==> config.mk <==
export PLATFORM = sky130hd
export DESIGN_NAME = uart_tx_arbiter_flat
export DESIGN_NICKNAME = d
export VERILOG_FILES = /design/src/rtl/uart_tx_arbiter_if.sv /design/src/rtl/uart_tx_arbiter.sv /design/src/flat_wrapper.sv
export SDC_FILE = /design/constraint.sdc
export NUM_CORES = 1
export LEC_CHECK = 0
export ABC_AREA = 0
export ABC_CLOCK_PERIOD_IN_PS = 2750
export CORE_MARGIN = 8
export CORE_UTILIZATION = 38
export CTS_CLUSTER_SIZE = 16
export DETAILED_ROUTE_END_ITERATION = 10
export HOLD_SLACK_MARGIN = 0.08
export PLACE_DENSITY_LB_ADDON = 0.12
export SLEW_MARGIN = 20
export SYNTH_ARGS = -nofsm -noshare
export SYNTH_HDL_FRONTEND = slang
export SYNTH_SLANG_ARGS = --single-unit
==> constraint.sdc <==
create_clock -name clk_i -period 2.75 [get_ports clk_i]
set_input_delay 0.6875 -clock clk_i [delete_from_list [all_inputs] [get_ports clk_i]]
set_output_delay 0.6875 -clock clk_i [all_outputs]
set_load 0.02 [all_outputs]
==> src/rtl/uart_tx_arbiter_if.sv <==
// Requester and transmitter-side signals of the round-robin UART TX arbiter.
interface uart_tx_arbiter_if #(
   parameter int unsigned NUM_REQ    = 4,
   parameter int unsigned DATA_WIDTH = 8,
   parameter int unsigned ID_WIDTH   = $clog2(NUM_REQ)
);
   logic [NUM_REQ-1:0]            req_valid_i;
   logic [NUM_REQ*DATA_WIDTH-1:0] req_data_i;
   logic [NUM_REQ-1:0]            req_ready_o;
   logic [DATA_WIDTH-1:0]         tx_data_o;
   logic                          tx_start_o;
   logic                          tx_done_i;
   logic [ID_WIDTH-1:0]           grant_id_o;
   logic                          busy_o;
   logic                          timeout_o;

   modport slave (
      input  req_valid_i, req_data_i, tx_done_i,
      output req_ready_o, tx_data_o, tx_start_o, grant_id_o, busy_o, timeout_o
   );

   modport master (
      output req_valid_i, req_data_i, tx_done_i,
      input  req_ready_o, tx_data_o, tx_start_o, grant_id_o, busy_o, timeout_o
   );
endinterface

==> src/rtl/uart_tx_arbiter.sv <==
// Round-robin arbiter sharing one uart_tx among NUM_REQ byte producers.
// Define UART_TX_ARB_TIMEOUT_EN to enable the WAIT-state watchdog.
module uart_tx_arbiter #(
   parameter int unsigned NUM_REQ        = 4,
   parameter int unsigned DATA_WIDTH     = 8,
   parameter int unsigned TIMEOUT_CYCLES = 16384,
   parameter int unsigned ID_WIDTH       = $clog2(NUM_REQ)
) (
   input logic             clk_i,
   input logic             rst_ni,
   uart_tx_arbiter_if.slave bus
);

   typedef enum logic [1:0] {
      ST_IDLE   = 2'd0,
      ST_LAUNCH = 2'd1,
      ST_WAIT   = 2'd2
   } state_t;

   state_t                state_q, state_d;
   logic [ID_WIDTH-1:0]   last_ptr_q, last_ptr_d;
   logic [ID_WIDTH-1:0]   grant_q, grant_d;
   logic [DATA_WIDTH-1:0] tx_data_q, tx_data_d;
   logic                  start_q;
   logic                  busy_q;
   logic [NUM_REQ-1:0]    ready_c;
   logic                  timeout_c;
   logic                  found_c;
   logic [ID_WIDTH-1:0]   win_c;

   // First valid requester searching upward from last_ptr+1, wrapping.
   always_comb begin
      found_c = 1'b0;
      win_c   = '0;
      for (int unsigned off = 1; off <= NUM_REQ; off++) begin
         logic [ID_WIDTH-1:0] cand;
         cand = ID_WIDTH'((32'(last_ptr_q) + off) % NUM_REQ);
         if (!found_c && bus.req_valid_i[cand]) begin
            found_c = 1'b1;
            win_c   = cand;
         end
      end
   end

`ifdef UART_TX_ARB_TIMEOUT_EN
   logic [31:0] wait_cnt_q;

   // Counts WAIT cycles; zero in the first WAIT cycle.
   always_ff @(posedge clk_i or negedge rst_ni) begin
      if (!rst_ni)                 wait_cnt_q <= '0;
      else if (state_q == ST_WAIT) wait_cnt_q <= wait_cnt_q + 32'd1;
      else                         wait_cnt_q <= '0;
   end
`else
   logic unused_timeout_cfg;
   assign unused_timeout_cfg = ^(32'(TIMEOUT_CYCLES));
`endif

   always_comb begin
      state_d    = state_q;
      last_ptr_d = last_ptr_q;
      grant_d    = grant_q;
      tx_data_d  = tx_data_q;
      ready_c    = '0;
      timeout_c  = 1'b0;
      case (state_q)
         ST_IDLE: begin
            if (found_c) begin
               ready_c[win_c] = 1'b1;
               last_ptr_d     = win_c;
               grant_d        = win_c;
               for (int unsigned k = 0; k < NUM_REQ; k++) begin
                  if (ID_WIDTH'(k) == win_c) tx_data_d = bus.req_data_i[k*DATA_WIDTH +: DATA_WIDTH];
               end
               state_d = ST_LAUNCH;
            end
         end
         ST_LAUNCH: state_d = ST_WAIT;
         ST_WAIT: begin
            if (bus.tx_done_i) begin
               state_d = ST_IDLE;
            end
`ifdef UART_TX_ARB_TIMEOUT_EN
            else if (wait_cnt_q == 32'(TIMEOUT_CYCLES - 1)) begin
               timeout_c = 1'b1;
               state_d   = ST_IDLE;
            end
`endif
         end
         default: state_d = ST_IDLE;
      endcase
   end

   always_ff @(posedge clk_i or negedge rst_ni) begin
      if (!rst_ni) begin
         state_q    <= ST_IDLE;
         last_ptr_q <= ID_WIDTH'(NUM_REQ - 1);
         grant_q    <= '0;
         tx_data_q  <= '0;
         start_q    <= 1'b0;
         busy_q     <= 1'b0;
      end else begin
         state_q    <= state_d;
         last_ptr_q <= last_ptr_d;
         grant_q    <= grant_d;
         tx_data_q  <= tx_data_d;
         start_q    <= (state_d == ST_LAUNCH);
         busy_q     <= (state_d != ST_IDLE);
      end
   end

   assign bus.req_ready_o = ready_c;
   assign bus.tx_data_o   = tx_data_q;
   assign bus.tx_start_o  = start_q;
   assign bus.grant_id_o  = grant_q;
   assign bus.busy_o      = busy_q;
   assign bus.timeout_o   = timeout_c;

endmodule

==> src/flat_wrapper.sv <==
// flat-port wrapper written by rule: the top's interface ports become plain ports
module uart_tx_arbiter_flat 
#(
   parameter int unsigned NUM_REQ        = 4,
   parameter int unsigned DATA_WIDTH     = 8,
   parameter int unsigned TIMEOUT_CYCLES = 16384,
   parameter int unsigned ID_WIDTH       = $clog2(NUM_REQ)
)
  (clk_i, rst_ni, bus_req_valid_i, bus_req_data_i, bus_tx_done_i, bus_req_ready_o, bus_tx_data_o, bus_tx_start_o, bus_grant_id_o, bus_busy_o, bus_timeout_o);
  uart_tx_arbiter_if #(.NUM_REQ(NUM_REQ), .DATA_WIDTH(DATA_WIDTH), .ID_WIDTH(ID_WIDTH)) bus_i ();
  input logic clk_i;
  input logic rst_ni;
  input wire logic [$bits(bus_i.req_valid_i)-1:0] bus_req_valid_i;
  input wire logic [$bits(bus_i.req_data_i)-1:0] bus_req_data_i;
  input wire logic [$bits(bus_i.tx_done_i)-1:0] bus_tx_done_i;
  output wire logic [$bits(bus_i.req_ready_o)-1:0] bus_req_ready_o;
  output wire logic [$bits(bus_i.tx_data_o)-1:0] bus_tx_data_o;
  output wire logic [$bits(bus_i.tx_start_o)-1:0] bus_tx_start_o;
  output wire logic [$bits(bus_i.grant_id_o)-1:0] bus_grant_id_o;
  output wire logic [$bits(bus_i.busy_o)-1:0] bus_busy_o;
  output wire logic [$bits(bus_i.timeout_o)-1:0] bus_timeout_o;
  assign bus_i.req_valid_i = bus_req_valid_i;
  assign bus_i.req_data_i = bus_req_data_i;
  assign bus_i.tx_done_i = bus_tx_done_i;
  assign bus_req_ready_o = bus_i.req_ready_o;
  assign bus_tx_data_o = bus_i.tx_data_o;
  assign bus_tx_start_o = bus_i.tx_start_o;
  assign bus_grant_id_o = bus_i.grant_id_o;
  assign bus_busy_o = bus_i.busy_o;
  assign bus_timeout_o = bus_i.timeout_o;
  uart_tx_arbiter #(.NUM_REQ(NUM_REQ), .DATA_WIDTH(DATA_WIDTH), .TIMEOUT_CYCLES(TIMEOUT_CYCLES), .ID_WIDTH(ID_WIDTH)) u_core (.clk_i(clk_i), .rst_ni(rst_ni), .bus(bus_i));
endmodule
==> tab_implementation.tex, run 1 <==
\begin{tabular}{lr}
\hline
Metric & Value \\
\hline
\multicolumn{2}{l}{\textbf{CTS}} \\
\quad TritonCTS clock tree & done \\
\quad Maximum root-to-sink buffer count & 2 \\
\quad CTS Buf Count & 3 \\
\quad Clock latency on the worst-skew pair & 0.28 ns \\
\quad H-tree lvl count & 1 \\
\quad Root cell of the clock tree & sky130\_fd\_sc\_hd\_\_clkbuf\_4 \\
\quad CTS sink count & 16 \\
\quad Quantity of hold-fixing buffers added after cts & 0 \\
\quad Clock slew at reported path FFs & 0.09 ns \\
\multicolumn{2}{l}{\textbf{GRT}} \\
\quad Wire length of the first global-routing pass & a little under 6000 um \\
\quad Gr usage total & 0.164 \\
\quad Number of global-route vias before repair & 1185 \\
\quad Total congestion overflow after global routing & 0 \\
\quad Largest net degree at the start of global routing & 17 \\
\quad Initial antenna violation count & 0 \\
\multicolumn{2}{l}{\textbf{Timing}} \\
\quad Minimum period implied by the final worst setup slack & 2.57 ns \\
\quad Clk\_skew & 0.000597 ns \\
\quad Hold Vio Cnt, Final & 0 \\
\quad Smallest hold slack & 0.500 ns \\
\quad Maximum clock frequency & approximately 0.39 GHz \\
\quad Setup repair after global routing missed its margin & no \\
\quad Final sum of negative setup slack & 0 ns \\
\quad Count of pins over their slew limit & 0 \\
\quad Final setup violating endpoints & 0 \\
\quad Fin crit share & 0.936 \\
\quad Transition time at the pin with the least slew margin & 0.929 ns \\
\quad Normalized max-slew margin & 0.376 \\
\multicolumn{2}{l}{\textbf{Routing}} \\
\quad Antenna viol nets, final & 0 \\
\quad Number of remaining DRC errors & 0 \\
\quad Via-per-instance ratio & 5.56 \\
\quad Initial detailed-routing violation count & 50 \\
\quad Final Routed Wirelength & 3670 um \\
\quad Average wire per standard cell & 18.2 um \\
\quad Vias post-DR & 1124 \\
\quad First-pass DRT Iterations & 4 \\
\multicolumn{2}{l}{\textbf{Power}} \\
\quad IR Drop Worst-Case VDD & 0.860 mV \\
\quad Leakage & 0.765 nW \\
\quad P per Cell Area & between 900 and 1000 nW/um2 \\
\multicolumn{2}{l}{\textbf{Placed design}} \\
\quad DPL Wire Length & 2850 um \\
\quad GPL Wtd Cong & 0.828 \\
\quad Port Buffers & 54 \\
\multicolumn{2}{l}{\textbf{Logic synthesis}} \\
\quad Yosys top cell area share & 0.350 \\
\quad Sequential area share after synthesis & 0.403 \\
\quad Mean instance size in the synthesized netlist & $\sim$10 um2 \\
\quad Cell type with the largest total area after synthesis & sky130\_fd\_sc\_hd\_\_dfrtp\_1 \\
\quad Register bit count reported by yosys & 16 \\
\quad Synth area leaders & sky130\_fd\_sc\_hd\_\_dfrtp\_1 35\%, sky130\_fd\_sc\_hd\_\_a221o\_1 8.0\%, sky130\_fd\_sc\_hd\_\_mux2\_2 7.9\%, sky130\_fd\_sc\_hd\_\_o211ai\_1 6.8\%, sky130\_fd\_sc\_hd\_\_o31ai\_1 6.0\% \\
\quad Cell area after technology mapping & 1000 um2 \\
\quad Share of synthesized flip-flops with an asynchronous set or reset & 1.00 \\
\quad Primary flip-flop cell chosen by synthesis mapping & sky130\_fd\_sc\_hd\_\_dfrtp\_1 \\
\quad Synth cell count leaders & 14 x sky130\_fd\_sc\_hd\_\_dfrtp\_1, 9 x sky130\_fd\_sc\_hd\_\_a21oi\_1, 9 x sky130\_fd\_sc\_hd\_\_o211ai\_1 \\
\quad Number of warnings issued by yosys & 0 \\
\quad Number of nets produced by synthesis & 138 \\
\quad Instance count of the mapped netlist & 99 \\
\quad Most common cell in the synthesized netlist & sky130\_fd\_sc\_hd\_\_dfrtp\_1 \\
\quad Count of flip-flops with a built-in enable after synthesis & 0 \\
\quad Netlist cell types & 28 \\
\multicolumn{2}{l}{\textbf{Floorplanning}} \\
\quad Core Footprint & roughly 2500 um2 \\
\quad Count of boundary I/O pins & 56 \\
\quad Die Footprint & 4530 um2 \\
\quad Floorplan row count & 18 \\
\quad Die boundary height & around 67 um \\
\quad DIE WIDTH & 67.3 um \\
\quad Initial Utilization & 0.404 \\
\multicolumn{2}{l}{\textbf{Worst setup path}} \\
\quad Critical path capture point type & primary output \\
\quad Arrival time of data at the critical path endpoint & approximately 1.9 ns \\
\quad Crit path required time & 2.06 ns \\
\quad Startpoint types & input pin \\
\quad Startpoint-to-endpoint class of the critical path & in2out \\
\quad Critical Path Fanout Max & 3 \\
\multicolumn{2}{l}{\textbf{Layout}} \\
\quad Number of nets in the layout & 213 \\
\quad Diodes inserted & 0 \\
\quad Fraction of layout cells with a size suffix above 1 & 0.279 \\
\quad Final core occ & 0.709 \\
\quad Area delta synth->final & 75.7\% \\
\multicolumn{2}{l}{\textbf{Worst hold path}} \\
\quad Worst min path class & reg2reg \\
\multicolumn{2}{l}{\textbf{Flow run}} \\
\quad Number of maximum-capacitance constraint violations & 0 \\
\multicolumn{2}{l}{\textbf{Outcome}} \\
\quad Outcome & finished clean \\
\hline
\end{tabular}
## timing repair
action                                  4_1_cts  5_1_grt
pin swaps                                     3        4
buffers inserted                              2        1
gates resized for setup                      31        2
endpoints found under the setup margin        4        4
## where the power goes
| part | switching, W | total, W | internal [W] |
|---|---|---|---|
| registers | 0.0000713 | 0.000436 | 0.000365 |
| clock network | 0.0000708 | 0.000122 | 0.0000508 |
| logic | 0.000550 | 0.00114 | 0.000586 |
| total | 0.000692 | 0.00169 | 0.00100 |
## sequential cells by signal (all words and copies together) (netlist names)
register and flops:
u_core.bus.tx_data_o 8, u_core.bus.grant_id_o 2, u_core.last_ptr_q 2, u_core.state_q 2
u_core.bus.busy_o 1, u_core.bus.tx_start_o 1
## area by class of cell
class | instances | area [um2]
Fill cell | 199 | 721
Sequential cell | 16 | 403
Clock buffer | 3 | 22.5
Timing Repair Buffer | 75 | 692
Inverter | 3 | 11.3
Tap cell | 30 | 37.5
Multi-Input combinational cell | 75 | 591
## critical path, cell delays in order
cell                            delay [ns]
sky130_fd_sc_hd__dlygate4sd2_1        0.26
sky130_fd_sc_hd__nor2b_2              0.07
sky130_fd_sc_hd__o21a_1               0.22
sky130_fd_sc_hd__a211oi_2             0.26
sky130_fd_sc_hd__nand2_1              0.12
sky130_fd_sc_hd__nor2_1               0.12
sky130_fd_sc_hd__buf_4                0.15
## logic make-up after synthesis
family | Yosys count | synth area share
AO/OA/AOI/OAI | 42 | 0.318
AND/OR/NAND/NOR | 23 | 0.138
flip-flops | 16 | 0.403
multiplexers | 9 | 0.100
buffers and inverters | 8 | 0.0375
other | 1 | 0.00375
## worst paths after layout
path / from / endpoint / slack (ns) / cells past startpoint
worst min-delay path: u_core.bus.grant_id_o[1] / u_core.bus.grant_id_o[1] / 0.50 / 2
worst min register to register: u_core.bus.grant_id_o[1] / u_core.bus.grant_id_o[1] / 0.50 / 2
min in group asynchronous: rst_ni / u_core.bus.busy_o / 0.85 / 1
max in group asynchronous: rst_ni / u_core.bus.tx_data_o[6] / 1.42 / 1
worst max-delay path: bus_req_valid_i[2] / bus_req_ready_o[0] / 0.18 / 7
worst max register to register: u_core.last_ptr_q[1] / u_core.bus.tx_data_o[5] / 0.57 / 7
## layout by cell type (no fill, tap or decap), types with 3 or more instances in the layout
master                            instances
sky130_fd_sc_hd__clkdlybuf4s50_1         46
sky130_fd_sc_hd__buf_4                   23
sky130_fd_sc_hd__dfrtp_1                 14
sky130_fd_sc_hd__o211ai_1                 9
sky130_fd_sc_hd__o31ai_1                  8
sky130_fd_sc_hd__a21oi_1                  8
sky130_fd_sc_hd__a221o_1                  8
sky130_fd_sc_hd__mux2_2                   7
sky130_fd_sc_hd__nor2_1                   6
sky130_fd_sc_hd__o21a_1                   3
sky130_fd_sc_hd__nand2_1                  3
sky130_fd_sc_hd__clkbuf_4                 3
## per-stage QoR
stage          instances  instance area [um2]  total power (W)  setup WS [ns]
2_1_floorplan         99                 1000          0.00102          0.192
3_3_place_gp         196                 1690          0.00148         -0.527
3_5_place_dp         196                 1690          0.00152         -0.621
4_1_cts              201                 1740          0.00169        -0.0120
5_1_grt              202                 1760          0.00180          0.139
6_report             202                 1760          0.00169          0.175
## metal layers
layer | vias up | wire length (um) | GRT usage
li1 | 531 | - | -
met4 | 0 | 48 | 0.0653
met1 | 543 | 1590 | 0.198
met5 | - | 0 | 0
met3 | 4 | 259 | 0.0265
met2 | 46 | 1780 | 0.282
No activity file was read; power rests on OpenSTA's default activity.
==> inputs of run 2 (changes only) <==
--- a/config.mk
+++ b/config.mk
@@ -6,9 +6,9 @@
 export NUM_CORES = 1
 export LEC_CHECK = 0
 export ABC_AREA = 0
-export ABC_CLOCK_PERIOD_IN_PS = 2750
+export ABC_CLOCK_PERIOD_IN_PS = 3100
 export CORE_MARGIN = 8
-export CORE_UTILIZATION = 38
+export CORE_UTILIZATION = 41
 export CTS_CLUSTER_SIZE = 16
 export DETAILED_ROUTE_END_ITERATION = 10
 export HOLD_SLACK_MARGIN = 0.08
==> constraint.sdc (replaced) <==
create_clock -name clk_i -period 3.1 [get_ports clk_i]
set_input_delay 0.775 -clock clk_i [delete_from_list [all_inputs] [get_ports clk_i]]
set_output_delay 0.775 -clock clk_i [all_outputs]
set_load 0.02 [all_outputs]
==> run 2 against run 1 <==
Compared with the run above: routed wire length fell by 15%; flip-flop and latch count stayed put; hold slack worse by 0.00076 ns; non-clock buffer count is 4 lower; register-to-register slack gained 0.32 ns; die area is 5.6% lower; sequential share of layout area rose by 0.57 points; final cell count down 1.5%; largest power group unchanged.
==> tab_implementation.tex, run 2 (synthesized netlist as in run 1, its figures left out) <==
\begin{tabular}{lr}
\hline
Metric & Value \\
\hline
\multicolumn{2}{l}{\textbf{Worst hold path}} \\
\quad Hold Path Depth & 1 (was 2) \\
\quad Worst min path class & reg2reg (unchanged) \\
\quad Hold Crit Start & u\_core.bus.grant\_id\_o[0] (was u\_core.bus.grant\_id\_o[1]) \\
\quad Hold-critical path endpoint & u\_core.bus.grant\_id\_o[0] (was u\_core.bus.grant\_id\_o[1]) \\
\multicolumn{2}{l}{\textbf{Layout}} \\
\quad Number of nets in the layout & 209 (was 213) \\
\quad Area taken by multi-input logic gates & 578 um2 (was 591 um2) \\
\quad Diodes inserted & 0 (unchanged) \\
\quad Fraction of layout cells with a size suffix above 1 & 0.249 (was 0.279) \\
\quad Most frequent standard cell in the layout excluding fill and tap cells & sky130\_fd\_sc\_hd\_\_clkdlybuf4s50\_1 (unchanged) \\
\quad Final core occ & 0.718 (was 0.709) \\
\quad Max FFs per register & 8 (unchanged) \\
\quad Area delta synth->final & 71.5\% (was 75.7\%) \\
\quad Most used cells in the layout excluding fill and tap cells & 50 x sky130\_fd\_sc\_hd\_\_clkdlybuf4s50\_1, 17 x sky130\_fd\_sc\_hd\_\_buf\_4, 14 x sky130\_fd\_sc\_hd\_\_dfrtp\_1, 9 x sky130\_fd\_sc\_hd\_\_o211ai\_1 (was 46 x sky130\_fd\_sc\_hd\_\_clkdlybuf4s50\_1, 23 x sky130\_fd\_sc\_hd\_\_buf\_4, 14 x sky130\_fd\_sc\_hd\_\_dfrtp\_1, 9 x sky130\_fd\_sc\_hd\_\_o211ai\_1) \\
\quad Fill cell total of the finished layout & 212 (was 199) \\
\quad Cell area after layout & 1710 um2 (was 1760 um2) \\
\quad Area occupied by registers & 403 um2 (unchanged) \\
\multicolumn{2}{l}{\textbf{Floorplanning}} \\
\quad Core Footprint & 2390 um2 (was 2480 um2) \\
\quad Initial Utilization & 0.419 (was 0.404) \\
\quad DIE WIDTH & 65.4 um (was 67.3 um) \\
\quad Die Footprint & 4270 um2 (was 4530 um2) \\
\quad Count of boundary I/O pins & 56 (unchanged) \\
\quad Die boundary height & 65.4 um (was 67.3 um) \\
\quad Floorplan row count & 18 (unchanged) \\
\multicolumn{2}{l}{\textbf{Routing}} \\
\quad Antenna viol nets, final & 0 (unchanged) \\
\quad Number of remaining DRC errors & 0 (unchanged) \\
\quad Via-per-instance ratio & 5.42 (was 5.56) \\
\quad First-pass DRT Iterations & 4 (unchanged) \\
\quad Initial detailed-routing violation count & 34 (was 50) \\
\quad Vias post-DR & 1078 (was 1124) \\
\quad Average wire per standard cell & 15.8 um (was 18.2 um) \\
\quad Final Routed Wirelength & 3140 um (was 3670 um) \\
\multicolumn{2}{l}{\textbf{Timing}} \\
\quad Count of pins over their slew limit & 0 (unchanged) \\
\quad Minimum period implied by the final worst setup slack & approximately 3.0 ns \\
\quad Normalized max-slew margin & 0.503 (was 0.376) \\
\quad Clk\_skew & 0.00584 ns (was 0.000597 ns) \\
\quad Worst Setup Slack, final & 0.121 ns (was 0.175 ns) \\
\quad Fin crit share & 0.961 \\
\quad Maximum clock frequency & 0.336 GHz \\
\quad Smallest hold slack & 0.499 ns (was 0.500 ns) \\
\quad Final setup violating endpoints & 0 (unchanged) \\
\quad Transition time at the pin with the least slew margin & 0.740 ns (was 0.929 ns) \\
\quad Hold Vio Cnt, Final & 0 (unchanged) \\
\quad Setup repair after global routing missed its margin & no (unchanged) \\
\multicolumn{2}{l}{\textbf{CTS}} \\
\quad Clock slew at reported path FFs & 0.08 ns (was 0.09 ns) \\
\quad TritonCTS clock tree & done (unchanged) \\
\quad Maximum root-to-sink buffer count & 2 (unchanged) \\
\quad Clock latency on the worst-skew pair & 0.28 ns (about the same) \\
\quad Quantity of hold-fixing buffers added after cts & 0 (unchanged) \\
\quad CTS sink count & 16 (unchanged) \\
\quad CTS Buf Count & 3 (unchanged) \\
\quad H-tree lvl count & 1 (unchanged) \\
\quad Root cell of the clock tree & sky130\_fd\_sc\_hd\_\_clkbuf\_4 (unchanged) \\
\multicolumn{2}{l}{\textbf{Flow run}} \\
\quad Number of maximum-capacitance constraint violations & 0 (unchanged) \\
\multicolumn{2}{l}{\textbf{Placed design}} \\
\quad Port Buffers & 54 (unchanged) \\
\quad DPL Wire Length & 2650 um (was 2850 um) \\
\quad GPL Wtd Cong & 0.872 (was 0.828) \\
\quad Post-Place Worst Slack & -0.431 ns (was -0.621 ns) \\
\quad Placement Cell Area & 1670 um2 (was 1690 um2) \\
\multicolumn{2}{l}{\textbf{GRT}} \\
\quad Total congestion overflow after global routing & 0 (unchanged) \\
\quad Initial antenna violation count & 0 (unchanged) \\
\quad Largest net degree at the start of global routing & 17 (unchanged) \\
\quad Wire length of the first global-routing pass & 4930 um (was 5790 um) \\
\quad Gr usage total & 0.143 (was 0.164) \\
\quad Number of global-route vias before repair & 1088 (was 1185) \\
\multicolumn{2}{l}{\textbf{Worst setup path}} \\
\quad Critical path capture point type & primary output (unchanged) \\
\quad Worst reg-to-reg setup slack & 0.89 ns (was 0.57 ns) \\
\quad Startpoint-to-endpoint class of the critical path & in2out (unchanged) \\
\quad Crit path required time & 2.32 ns (was 2.06 ns) \\
\quad Arrival time of data at the critical path endpoint & 2.20 ns (was 1.89 ns) \\
\quad Count of cells along the worst register-to-register path & 7 (unchanged) \\
\quad Beginning of the worst register-to-register path & u\_core.last\_ptr\_q[0] (was u\_core.last\_ptr\_q[1]) \\
\quad Worst reg2reg endpoint & u\_core.bus.tx\_data\_o[4] (was u\_core.bus.tx\_data\_o[5]) \\
\quad Startpoint types & input pin (unchanged) \\
\quad Critical Path Fanout Max & 9 (was 3) \\
\multicolumn{2}{l}{\textbf{Power}} \\
\quad IR Drop Worst-Case VDD & 0.606 mV (was 0.860 mV) \\
\quad P per Cell Area & 849 nW/um2 (was 965 nW/um2) \\
\quad Leakage & 0.724 nW (was 0.765 nW) \\
\multicolumn{2}{l}{\textbf{Outcome}} \\
\quad Outcome & finished clean (unchanged) \\
\hline
\end{tabular}
## run 2: cell count changes in the layout (fill, tap and decap cells not counted)
cell / delta
sky130_fd_sc_hd__dlymetal6s2s_1: -2
sky130_fd_sc_hd__nand2b_1: +1
sky130_fd_sc_hd__nor2b_1: +2
sky130_fd_sc_hd__clkdlybuf4s50_1: +4
sky130_fd_sc_hd__clkbuf_8: +1
sky130_fd_sc_hd__buf_6: -1
sky130_fd_sc_hd__nand2b_4: -1
sky130_fd_sc_hd__buf_4: -6
sky130_fd_sc_hd__dlygate4sd2_1: -2
sky130_fd_sc_hd__nor2b_2: -2
sky130_fd_sc_hd__buf_2: +3
## run 2: area by class of cell
| class | instances | share of cell area |
|---|---|---|
| inverters | 3 | 0.00657 |
| clock buffers | 4 | 0.0212 |
| repair buffers | 71 | 0.378 |
| multi-input cells | 75 | 0.337 |
| flip-flops and latches | 16 | 0.235 |
| well taps | 30 | 0.0219 |
## run 2: worst max-delay path by stage
stage,start,to,slack [ns],cells past startpoint
CTS,bus_req_valid_i[1],bus_req_ready_o[1],0.002,7
detailed placement,bus_req_valid_i[2],bus_req_ready_o[0],-0.43,7
finish,bus_req_valid_i[3],bus_req_ready_o[1],0.12,7
floorplan,bus_req_valid_i[1],bus_req_ready_o[0],0.37,6
global placement,bus_req_valid_i[1],bus_req_ready_o[0],-0.34,7
global route,bus_req_valid_i[1],bus_req_ready_o[0],0.001,8
## run 2: report_power, final
| part | total, W | switching [W] | internal (W) |
|---|---|---|---|
| Clock | 0.000131 | 0.0000599 | 0.0000713 |
| Sequential | 0.000392 | 0.0000684 | 0.000324 |
| Combinational | 0.000931 | 0.000456 | 0.000475 |
## run 2: what timing repair did
action | CTS | global route
pin swaps | 0 | 2
endpoints found under the setup margin | 4 | 4
buffers inserted | 0 | 1
resized for setup | 14 | 8
## run 2: routing by layer
layer	track usage	wire (um)	vias to the layer above
met5	0	0	-
met4	0.0490	21	0
met3	0.0391	200	2
met2	0.230	1520	38
met1	0.179	1400	515
li1	-	-	523
## run 2: metrics by stage
step / instances / total power, W / TNS [ns]
2_1_floorplan: 99 / 0.000904 / 0
3_3_place_gp: 194 / 0.00129 / -1.30
3_5_place_dp: 194 / 0.00132 / -1.51
4_1_cts: 198 / 0.00145 / 0
5_1_grt: 199 / 0.00155 / 0
6_report: 199 / 0.00146 / 0
## run 2: critical path, stage by stage
cell and delay [ns]:
sky130_fd_sc_hd__clkdlybuf4s50_1 0.49, sky130_fd_sc_hd__nor2b_1 0.20, sky130_fd_sc_hd__o21a_1 0.18, sky130_fd_sc_hd__buf_4 0.19
sky130_fd_sc_hd__nor3_4 0.06, sky130_fd_sc_hd__nor3_1 0.11, sky130_fd_sc_hd__buf_2 0.19
==> inputs of run 3 (changes only) <==
--- a/config.mk
+++ b/config.mk
@@ -7,7 +7,6 @@
 export LEC_CHECK = 0
 export ABC_AREA = 0
 export ABC_CLOCK_PERIOD_IN_PS = 3100
-export CORE_MARGIN = 8
 export CORE_UTILIZATION = 41
 export CTS_CLUSTER_SIZE = 16
 export DETAILED_ROUTE_END_ITERATION = 10
==> run 3 against run 2 <==
Compared with the run above: non-clock buffer count shrank 3; core utilization grew 3.6 points; final cell count shrank 2.5%; worst setup slack lost 0.015 ns; via count shrank 1.5%; critical path type unchanged; largest cell class unchanged; largest power group unchanged.
==> tab_implementation.tex, run 3 (synthesized netlist as in run 1, its figures left out) <==
\begin{tabular}{lr}
\hline
Metric & Value \\
\hline
\multicolumn{2}{l}{\textbf{Timing}} \\
\quad Normalized max-slew margin & 0.445 (was 0.503) \\
\quad Minimum period implied by the final worst setup slack & 2.99 ns (was 2.98 ns) \\
\quad Maximum clock frequency & 0.334 GHz (was 0.336 GHz) \\
\quad Transition time at the pin with the least slew margin & 0.826 ns (was 0.740 ns) \\
\quad Fin crit share & 0.966 (was 0.961) \\
\quad Hold Vio Cnt, Final & 0 (unchanged) \\
\quad Count of pins over their slew limit & 0 (unchanged) \\
\quad Clk\_skew & 0.00523 ns (was 0.00584 ns) \\
\quad Final setup violating endpoints & 0 (unchanged) \\
\multicolumn{2}{l}{\textbf{Worst setup path}} \\
\quad Crit path required time & 2.32 ns (about the same) \\
\quad Critical path capture point type & primary output (unchanged) \\
\quad Beginning of the worst register-to-register path & u\_core.last\_ptr\_q[0] (unchanged) \\
\quad Critical Path Fanout Max & 9 (unchanged) \\
\quad Origin of the worst setup path & bus\_req\_valid\_i[1] (was bus\_req\_valid\_i[3]) \\
\quad Cells traversed along the worst timing path & clkdlybuf4s50\_1 > nor2b\_2 > o21a\_1 > buf\_4 > nor3\_4 > nor3\_1 > buf\_2 (was clkdlybuf4s50\_1 > nor2b\_1 > o21a\_1 > buf\_4 > nor3\_4 > nor3\_1 > buf\_2) \\
\quad Library cell contributing the largest single delay on the critical path & sky130\_fd\_sc\_hd\_\_clkdlybuf4s50\_1 (unchanged) \\
\quad Peak per-stage delay on the critical path & 0.50 ns (was 0.49 ns) \\
\quad Arrival time of data at the critical path endpoint & 2.22 ns (was 2.20 ns) \\
\quad Startpoint types & input pin (unchanged) \\
\quad Startpoint-to-endpoint class of the critical path & in2out (unchanged) \\
\multicolumn{2}{l}{\textbf{Power}} \\
\quad Part of the total power dissipated in the clock network & 0.093 (was 0.090) \\
\quad IR Drop Worst-Case VDD & 0.600 mV (was 0.606 mV) \\
\quad Power consumption & 0.00144 W (was 0.00146 W) \\
\quad Switching power as a share of total power & 0.405 (was 0.402) \\
\quad Int Power & 0.000858 W (was 0.000870 W) \\
\quad Reg power frac & 0.273 (was 0.270) \\
\quad P per Cell Area & 849 nW/um2 (about the same) \\
\quad Leakage & 0.716 nW (was 0.724 nW) \\
\quad Logic gate share of total power & 0.635 (was 0.640) \\
\quad Net Switching & 0.000584 W (was 0.000585 W) \\
\multicolumn{2}{l}{\textbf{CTS}} \\
\quad CTS Buf Count & 3 (unchanged) \\
\quad Clock latency on the worst-skew pair & 0.28 ns (about the same) \\
\quad H-tree lvl count & 1 (unchanged) \\
\quad TritonCTS clock tree & done (unchanged) \\
\quad Maximum root-to-sink buffer count & 2 (unchanged) \\
\quad CTS sink count & 16 (unchanged) \\
\quad Clock slew at reported path FFs & 0.08 ns (about the same) \\
\quad Root cell of the clock tree & sky130\_fd\_sc\_hd\_\_clkbuf\_4 (unchanged) \\
\multicolumn{2}{l}{\textbf{GRT}} \\
\quad Gr usage total & 0.239 (was 0.143) \\
\quad Largest net degree at the start of global routing & 17 (unchanged) \\
\quad Total congestion overflow after global routing & 0 (unchanged) \\
\quad Initial antenna violation count & 0 (unchanged) \\
\quad Number of global-route vias before repair & 1025 (was 1088) \\
\quad Wire length of the first global-routing pass & 4640 um (was 4930 um) \\
\multicolumn{2}{l}{\textbf{Layout}} \\
\quad Fraction of layout cells with a size suffix above 1 & 0.241 (was 0.249) \\
\quad Most frequent standard cell in the layout excluding fill and tap cells & sky130\_fd\_sc\_hd\_\_clkdlybuf4s50\_1 (unchanged) \\
\quad Max FFs per register & 8 (unchanged) \\
\quad Most used cells in the layout excluding fill and tap cells & 50 x sky130\_fd\_sc\_hd\_\_clkdlybuf4s50\_1, 14 x sky130\_fd\_sc\_hd\_\_buf\_4, 14 x sky130\_fd\_sc\_hd\_\_dfrtp\_1, 9 x sky130\_fd\_sc\_hd\_\_o211ai\_1 (was 50 x sky130\_fd\_sc\_hd\_\_clkdlybuf4s50\_1, 17 x sky130\_fd\_sc\_hd\_\_buf\_4, 14 x sky130\_fd\_sc\_hd\_\_dfrtp\_1, 9 x sky130\_fd\_sc\_hd\_\_o211ai\_1) \\
\quad Final core occ & 0.754 (was 0.718) \\
\quad Fill cell total of the finished layout & 181 (was 212) \\
\quad Area delta synth->final & 70.0\% (was 71.5\%) \\
\quad Number of nets in the layout & 206 (was 209) \\
\quad Diodes inserted & 0 (unchanged) \\
\multicolumn{2}{l}{\textbf{Floorplanning}} \\
\quad DIE WIDTH & 51.4 um (was 65.4 um) \\
\quad Floorplan row count & 17 (was 18) \\
\quad Count of boundary I/O pins & 56 (unchanged) \\
\quad Core Footprint & 2250 um2 (was 2390 um2) \\
\quad Initial Utilization & 0.443 (was 0.419) \\
\quad Die Footprint & 2640 um2 (was 4270 um2) \\
\quad Die boundary height & 51.4 um (was 65.4 um) \\
\multicolumn{2}{l}{\textbf{Routing}} \\
\quad Final Routed Wirelength & 2990 um (was 3140 um) \\
\quad Via-per-instance ratio & 5.47 (was 5.42) \\
\quad Initial detailed-routing violation count & 20 (was 34) \\
\quad First-pass DRT Iterations & 4 (unchanged) \\
\quad Antenna viol nets, final & 0 (unchanged) \\
\quad Number of remaining DRC errors & 0 (unchanged) \\
\quad Average wire per standard cell & 15.4 um (was 15.8 um) \\
\quad Vias post-DR & 1062 (was 1078) \\
\multicolumn{2}{l}{\textbf{Outcome}} \\
\quad Outcome & finished clean (unchanged) \\
\multicolumn{2}{l}{\textbf{Placed design}} \\
\quad DPL Wire Length & 2370 um (was 2650 um) \\
\quad GPL Wtd Cong & 0.892 (was 0.872) \\
\quad Port Buffers & 54 (unchanged) \\
\multicolumn{2}{l}{\textbf{Worst hold path}} \\
\quad Worst min path class & reg2reg (unchanged) \\
\quad Hold Crit Start & u\_core.bus.grant\_id\_o[0] (unchanged) \\
\multicolumn{2}{l}{\textbf{Flow run}} \\
\quad Number of maximum-capacitance constraint violations & 0 (unchanged) \\
\hline
\end{tabular}
==> run 3: worst max-delay path: cells and delay by family <==
kind / cells / cell delay, ns
AOI/OAI and AO/OA: 1 / 0.18
buffers and inverters: 3 / 0.88
and+or+nand+nor: 3 / 0.38
==> run 3: worst paths after layout <==
kind | endpoint | slack [ns] | depth (start not counted)
setup / recovery | bus_req_ready_o[1] | 0.11 | 7
hold / removal | u_core.bus.grant_id_o[0] | 0.51 | 1
setup reg to reg | u_core.bus.tx_data_o[3] | 0.90 | 7
hold reg to reg | u_core.bus.grant_id_o[0] | 0.51 | 1
max in group asynchronous | u_core.bus.tx_data_o[1] | 1.78 | 1
min in group asynchronous | u_core.bus.tx_data_o[6] | 0.90 | 1
==> run 3: what timing repair did <==
action	CTS	global route
cloned	0	0
resized for setup	14	8
setup endpoints to repair	4	4
pin swaps	0	2
setup buffers	0	0
hold buffers	0	0
==> run 3: cell type report <==
cell class | instances | area, um2 | share of cell area
well taps | 28 | 35.0 | 0.0206
inverters | 3 | 11.3 | 0.00663
multi-input cells | 75 | 588 | 0.346
repair buffers | 68 | 626 | 0.368
clock buffers | 4 | 36.3 | 0.0214
flip-flops and latches | 16 | 403 | 0.237
==> run 3: power groups by stage <==
stage               sequential, W  combinational, W  clock, W
floorplan                0.000471          0.000434         0
detailed placement       0.000392          0.000913         0
global route             0.000407          0.000994  0.000146
CTS                      0.000390          0.000910  0.000137
global placement         0.000387          0.000891         0
finish                   0.000393          0.000915  0.000134
==> run 3: layer usage <==
layer  track usage  part of all wire
met5             0                 0
met3        0.0298             0.050
met2         0.413              0.52
met1         0.310              0.41
met4        0.0676             0.013
==> run 3: through the flow <==
step	instance area (um2)	setup slack, ns	TNS (ns)	hold slack (ns)	cells
2_1_floorplan	1000	0.367	0	0.464	99
5_1_grt	1700	-0.0157	-0.0192	0.531	194
3_3_place_gp	1650	-0.356	-1.32	0.475	190
4_1_cts	1690	0.000407	0	0.513	194
3_5_place_dp	1650	-0.387	-1.43	0.494	190
6_report	1700	0.107	0	0.510	194
